**config.mk**
```make
export PLATFORM = sky130hd
export DESIGN_NAME = mem_arbiter
export DESIGN_NICKNAME = d
export VERILOG_FILES = /design/src/rtl/mem_arbiter_pkg.sv /design/src/rtl/arb_wait_cnt.sv /design/src/rtl/mem_arbiter.sv
export SDC_FILE = /design/constraint.sdc
export NUM_CORES = 1
export LEC_CHECK = 0
export BUFFER_PORTS_ARGS = -buffer_cell sky130_fd_sc_hd__buf_2
export CAP_MARGIN = 20
export CORE_MARGIN = 2
export CORE_UTILIZATION = 37
export CTS_BUF_LIST = sky130_fd_sc_hd__clkbuf_4 sky130_fd_sc_hd__clkbuf_8
export DETAILED_ROUTE_END_ITERATION = 10
export PLACE_DENSITY = 0.68
export SYNTH_ARGS = -nofsm -noshare
export SYNTH_HDL_FRONTEND = slang
export SYNTH_SLANG_ARGS = --single-unit
```
**constraint.sdc**
```tcl
create_clock -name clk -period 1.7 [get_ports clk]
set_input_delay 0.17 -clock clk [delete_from_list [all_inputs] [get_ports clk]]
set_output_delay 0.17 -clock clk [all_outputs]
set_load 0.05 [all_outputs]
```
**src/rtl/mem_arbiter_pkg.sv**
```systemverilog
// Shared encodings for the fetch/data memory arbiter.
// Holds the FSM state and last-grant encodings, control constants and the
// wait-cycle load helper. Optional statistics build: MEM_ARB_STATS_EN.
package mem_arbiter_pkg;

  typedef enum logic {
    ARB_IDLE   = 1'b0,
    ARB_ACCESS = 1'b1
  } arb_state_t;

  typedef enum logic {
    ARB_GRANT_IF   = 1'b0,
    ARB_GRANT_DATA = 1'b1
  } arb_grant_t;

  localparam logic       RST_ENABLE    = 1'b1;
  localparam logic       CHIP_ENABLE   = 1'b1;
  localparam logic       CHIP_DISABLE  = 1'b0;
  localparam logic       WRITE_ENABLE  = 1'b1;
  localparam logic       WRITE_DISABLE = 1'b0;
  localparam logic [3:0] SEL_ALL       = 4'hF;
  localparam int         WAIT_MAX      = 15;

  // Clamp the wait-state parameter into the 4-bit counter range.
  function automatic logic [3:0] wait_load(input int cyc);
    if (cyc < 0)             return 4'd0;
    else if (cyc > WAIT_MAX) return 4'(WAIT_MAX);
    else                     return 4'(cyc);
  endfunction

endpackage

```
**src/rtl/arb_wait_cnt.sv**
```systemverilog
// Loadable 4-bit down-counter timing memory wait states.
// Latency: load/decrement visible the cycle after the strobe; zero is combinational.
// Backpressure: none; decrement stops at zero instead of wrapping.
// Ports: clk/rst, load + load_val, dec, cnt (current value), zero (cnt == 0).
module arb_wait_cnt
  import mem_arbiter_pkg::*;
(
  input  logic       clk,
  input  logic       rst,
  input  logic       load,
  input  logic [3:0] load_val,
  input  logic       dec,
  output logic [3:0] cnt,
  output logic       zero
);

  always_ff @(posedge clk) begin
    if (rst == RST_ENABLE) begin
      cnt <= 4'd0;
    end else if (load) begin
      cnt <= load_val;
    end else if (dec && (cnt != 4'd0)) begin
      cnt <= cnt - 4'd1;
    end
  end

  assign zero = (cnt == 4'd0);

endmodule

```
**src/rtl/mem_arbiter.sv**
```systemverilog
// Arbitrates one single-port memory between fetch and load/store ports.
// Latency: request seen in IDLE at cycle N -> mem_ce_o N+1..N+1+WAIT_CYC, ack at N+2+WAIT_CYC.
// Backpressure: requesters hold req until ack; stallreq_o is raised while any request is unserved.
// Ports: clk/rst, fetch port (if_*), data port (d_*), memory port (mem_*), stallreq_o.
// Optional build macro MEM_ARB_STATS_EN adds saturating grant/conflict counters.
module mem_arbiter
  import mem_arbiter_pkg::*;
#(
  parameter int ADDR_W   = 32,
  parameter int DATA_W   = 32,
  parameter int WAIT_CYC = 1
)
(
  input  logic              clk,
  input  logic              rst,
  input  logic              if_req_i,
  input  logic [ADDR_W-1:0] if_addr_i,
  output logic [DATA_W-1:0] if_rdata_o,
  output logic              if_ack_o,
  input  logic              d_req_i,
  input  logic              d_we_i,
  input  logic [3:0]        d_sel_i,
  input  logic [ADDR_W-1:0] d_addr_i,
  input  logic [DATA_W-1:0] d_wdata_i,
  output logic [DATA_W-1:0] d_rdata_o,
  output logic              d_ack_o,
  output logic              stallreq_o,
  output logic              mem_ce_o,
  output logic              mem_we_o,
  output logic [3:0]        mem_sel_o,
  output logic [ADDR_W-1:0] mem_addr_o,
  output logic [DATA_W-1:0] mem_wdata_o,
  input  logic [DATA_W-1:0] mem_rdata_i
`ifdef MEM_ARB_STATS_EN
  ,
  output logic [31:0]       if_grant_cnt_o,
  output logic [31:0]       d_grant_cnt_o,
  output logic [31:0]       conflict_cnt_o
`endif
);

  localparam logic [3:0] WAIT_LD = wait_load(WAIT_CYC);

  arb_state_t state;
  arb_grant_t last_grant;
  arb_grant_t cur_grant;

  logic       if_elig;
  logic       d_elig;
  logic       grant_any;
  logic       grant_data;
  logic       cnt_load;
  logic       cnt_dec;
  logic [3:0] cnt_val;
  logic       cnt_zero;

  // A port whose ack is on the wire this cycle may still be holding req;
  // it must not be re-granted on that stale request.
  assign if_elig = if_req_i & ~if_ack_o;
  assign d_elig  = d_req_i  & ~d_ack_o;

  assign grant_any  = if_elig | d_elig;
  // Data has priority unless it took the previous slot and fetch is waiting.
  assign grant_data = d_elig & ~((last_grant == ARB_GRANT_DATA) & if_elig);

  assign cnt_load = (state == ARB_IDLE) & grant_any;
  assign cnt_dec  = (state == ARB_ACCESS);

  arb_wait_cnt u_wait_cnt (
    .clk      (clk),
    .rst      (rst),
    .load     (cnt_load),
    .load_val (WAIT_LD),
    .dec      (cnt_dec),
    .cnt      (cnt_val),
    .zero     (cnt_zero)
  );

  assign stallreq_o = (if_req_i & ~if_ack_o) | (d_req_i & ~d_ack_o);

  always_ff @(posedge clk) begin
    if (rst == RST_ENABLE) begin
      state       <= ARB_IDLE;
      last_grant  <= ARB_GRANT_IF;
      cur_grant   <= ARB_GRANT_IF;
      if_rdata_o  <= '0;
      if_ack_o    <= 1'b0;
      d_rdata_o   <= '0;
      d_ack_o     <= 1'b0;
      mem_ce_o    <= CHIP_DISABLE;
      mem_we_o    <= WRITE_DISABLE;
      mem_sel_o   <= 4'h0;
      mem_addr_o  <= '0;
      mem_wdata_o <= '0;
    end else begin
      // Acks are single-cycle pulses.
      if_ack_o <= 1'b0;
      d_ack_o  <= 1'b0;
      case (state)
        ARB_IDLE: begin
          if (grant_any) begin
            state    <= ARB_ACCESS;
            mem_ce_o <= CHIP_ENABLE;
            if (grant_data) begin
              cur_grant   <= ARB_GRANT_DATA;
              last_grant  <= ARB_GRANT_DATA;
              mem_we_o    <= d_we_i;
              mem_sel_o   <= d_sel_i;
              mem_addr_o  <= d_addr_i;
              mem_wdata_o <= d_wdata_i;
            end else begin
              // Fetches never write; write data keeps its previous value.
              cur_grant  <= ARB_GRANT_IF;
              last_grant <= ARB_GRANT_IF;
              mem_we_o   <= WRITE_DISABLE;
              mem_sel_o  <= SEL_ALL;
              mem_addr_o <= if_addr_i;
            end
          end
        end
        ARB_ACCESS: begin
          if (cnt_zero) begin
            state    <= ARB_IDLE;
            mem_ce_o <= CHIP_DISABLE;
            mem_we_o <= WRITE_DISABLE;
            if (cur_grant == ARB_GRANT_DATA) begin
              d_ack_o <= 1'b1;
              if (mem_we_o == WRITE_DISABLE) begin
                d_rdata_o <= mem_rdata_i;
              end
            end else begin
              if_ack_o   <= 1'b1;
              if_rdata_o <= mem_rdata_i;
            end
          end
        end
        default: begin
          state    <= ARB_IDLE;
          mem_ce_o <= CHIP_DISABLE;
          mem_we_o <= WRITE_DISABLE;
        end
      endcase
    end
  end

`ifdef MEM_ARB_STATS_EN
  logic idle_grant;
  assign idle_grant = (state == ARB_IDLE) & grant_any;

  always_ff @(posedge clk) begin
    if (rst == RST_ENABLE) begin
      if_grant_cnt_o <= '0;
      d_grant_cnt_o  <= '0;
      conflict_cnt_o <= '0;
    end else begin
      if (idle_grant && !grant_data && (if_grant_cnt_o != 32'hFFFF_FFFF)) begin
        if_grant_cnt_o <= if_grant_cnt_o + 32'd1;
      end
      if (idle_grant && grant_data && (d_grant_cnt_o != 32'hFFFF_FFFF)) begin
        d_grant_cnt_o <= d_grant_cnt_o + 32'd1;
      end
      if ((state == ARB_IDLE) && if_elig && d_elig && (conflict_cnt_o != 32'hFFFF_FFFF)) begin
        conflict_cnt_o <= conflict_cnt_o + 32'd1;
      end
    end
  end
`endif

endmodule

```
==> key figures <==
Timing
  – Tcrit/Tclk final: 0.9128
  – TNS Setup: 0 ns
  – Final Hold Fails: 0
  – Slew headroom: 0.5129
  – Final min period: ~1.6 ns
  – F_max: approximately 640 MHz
  – Final setup fails: 0
  – RSZ-0062 raised after global routing: no
  – Worst-case clock skew: between 0.008 and 0.009 ns
  – Worst Tran Pin Value: 0.7306 ns
  – Final hold slack: around 0.030 ns
  – Slew Viols, Final: 0

Setup path
  – Arrival time worst endpoint: around 1.9 ns
  – Critical path class: reg2reg
  – CP required: 2.06 ns
  – Critical path capture point type: flop
  – Startpoint Class: flop
  – Maximum fanout along the worst path: 33

Die
  – Die Y: roughly 120 um
  – Top Ports: approximately 270
  – FP Rows: 43
  – Area of the core: around 14,000 um2
  – Die W: about 120 um
  – Die Area: 14,920 um2
  – Initial core utilization: 0.3751

Synth
  – Mapped Area: 5166 um2
  – Leading area contributor after synthesis: dfxtp_1
  – Mean Syn Cell Area: about 8.8 um2
  – Yosys cell types: 31
  – Primary FF master, synth: dfxtp_1
  – Fraction of registers with async set/reset: 0
  – Synth Register Bits: around 140
  – Synthesis Warnings: 0
  – Post-synth EDFFs: 0
  – Post-synthesis sequential area ratio: 0.5503
  – Syn_nets: 727
  – Top cell type's share of synthesized area: 0.5503
  – Cells after synthesis: between 500 and 600
  – Top cells by area, synth: dfxtp_1, nand2_1, a21oi_1, mux2i_1, o2bb2ai_1

Clock tree
  – CTS sink count: 142
  – Post-CTS setup repair buffer count: 0
  – H-tree depth: 4
  – CTS Buf Count: 17
  – Skew-Pair Late Insertion Delay: between 0.4 and 0.5 ns
  – Reg clk slew, reported paths: 0.08 ns
  – Bufs on Longest Clock Path: 2
  – CTS root buf: clkbuf_8
  – CTS tree: done

Detailed routing
  – Drt pass-1 iters: 5
  – Post-DRT Antenna Nets: 0
  – Via density: between 4 and 5
  – Final WL: around 18,000 um
  – Drt wl/cell: 15.26 um
  – Via Count: 5,560
  – Iter 0 DRT Violations: between 200 and 300
  – Residual DRC: 0

Cells and area
  – Area Overhead vs Synth: 62.80%
  – Layout Nets: approximately 1,100
  – Diodes inserted: 0
  – Layout cell share with drive strength beyond 1: 0.3401
  – FILL cells: 1,159
  – Register area: 2845 um2
  – Post-layout util: 0.6106
  – Most frequent cells in the layout: buf_2, nand2_1, dfxtp_1
  – Most common cell after layout, fill and taps aside: buf_2
  – Multi-input logic area: between 2000 and 2500 um2

Global routing
  – Total gr overflow: 0
  – First-pass GRT wire length: about 27,000 um
  – Initial antenna violation count: 0
  – Vias in the first global route: 5,461
  – Gr usage total: 0.2327
  – Pin count of the biggest net entering global routing: 68

Power
  – Worst VDD drop: between 1000 and 1500 uV
  – Overall power: around 9 mW
  – Total power divided by cell area: 1067 nW/um2
  – Leak Pwr: between 3 and 4 nW

Hold path
  – Hold Crit Class: in2reg

Placed design
  – Final Wtd Congestion: about 0.78
  – Dpl hpwl: ~11,000 um
  – IO Port Bufs: around 270

Status
  – Outcome: complete, no violations

Job
  – Max-cap violations: 0
[cell usage after synthesis, types with 2 or more instances]
library cell,n
buf_4,5
inv_1,3
clkbuf_1,24
nor2_1,14
o22ai_1,4
nand2_1,195
buf_2,14
nand2b_1,3
o2bb2ai_1,33
a21oi_1,99
nand3b_1,2
mux2i_1,32
dfxtp_1,142
or2_2,2
[power breakdown]
part	switching, mW	leakage, nW	internal (mW)	total (mW)
clock network	1.32	0.205	1.53	2.86
registers	0.139	1.16	3.59	3.73
logic	1.60	2.50	0.799	2.40
total	3.06	3.86	5.92	8.98
[what timing repair did]
item | CTS | global route
hold buffers | 117 | 0
endpoints found under the hold margin | 127 | 0
endpoints found under the setup margin | 0 | 62
gates resized for setup | 0 | 2
[critical path: stages, from the launching register on]
cell and delay (ns):
dfxtp_1 0.36, inv_1 0.05, ha_2 0.22, and4bb_2 0.25, nand2b_1 0.11, buf_12 0.20
nand2_1 0.11, a21oi_1 0.16
[stage by stage]
stage               area, um2  worst slack (ns)  cells
finish                   8411            0.1483   1165
global route             8411           0.02459   1165
CTS                      8392          0.008884   1165
detailed placement       6798           0.04119   1016
global placement         6798            0.1159   1016
floorplan                5169           0.07592    589
[cells by family (layout without fill, tap and decap cells)]
family                   Yosys count  in the layout  synth area share
AND/OR/NAND/NOR                  226            226            0.1797
flip-flops                       142            142            0.5503
AO/OA/AOI/OAI                    141            141            0.1635
buffers and inverters             46            442           0.04045
multiplexers                      32             32           0.06200
adder cells (fa/ha/maj)            1              1          0.002422
XOR/XNOR                           1              1          0.001696
[routing by layer]
metal / track usage / up-vias / wire length, um
li1: - / 2741 / -
met1: 0.2664 / 2547 / 7076
met2: 0.4061 / 247 / 8810
met3: 0.08052 / 25 / 1576
met4: 0.07471 / 0 / 315
met5: 0 / - / 0
[path summary, 6_finish.rpt]
kind	startpoint	cells after the start	slack [ns]	to
hold reg to reg	mem_wdata_o[28]	2	0.45	mem_wdata_o[28]
hold / removal	if_addr_i[13]	3	0.03	mem_addr_o[13]
setup reg to reg	u_wait_cnt.cnt[0]	7	0.15	if_rdata_o[6]
setup / recovery	u_wait_cnt.cnt[0]	7	0.15	if_rdata_o[6]
[final cells by class]
cell class,count,area share
well taps,180,0.02678
multi-input cells,401,0.2557
inverters,3,0.001339
repair buffers,407,0.3276
clock inverters,13,0.01919
clock buffers,19,0.03109
flip-flops and latches,142,0.3383
[sequential cells by signal, indices dropped and copies added, names as in the netlist, 4 cells and up]
| register | count |
|---|---|
| d_rdata_o | 32 |
| if_rdata_o | 32 |
| mem_addr_o | 32 |
| mem_sel_o | 4 |
| mem_wdata_o | 32 |
| u_wait_cnt.cnt | 4 |
(Power assumes the default switching activity.)
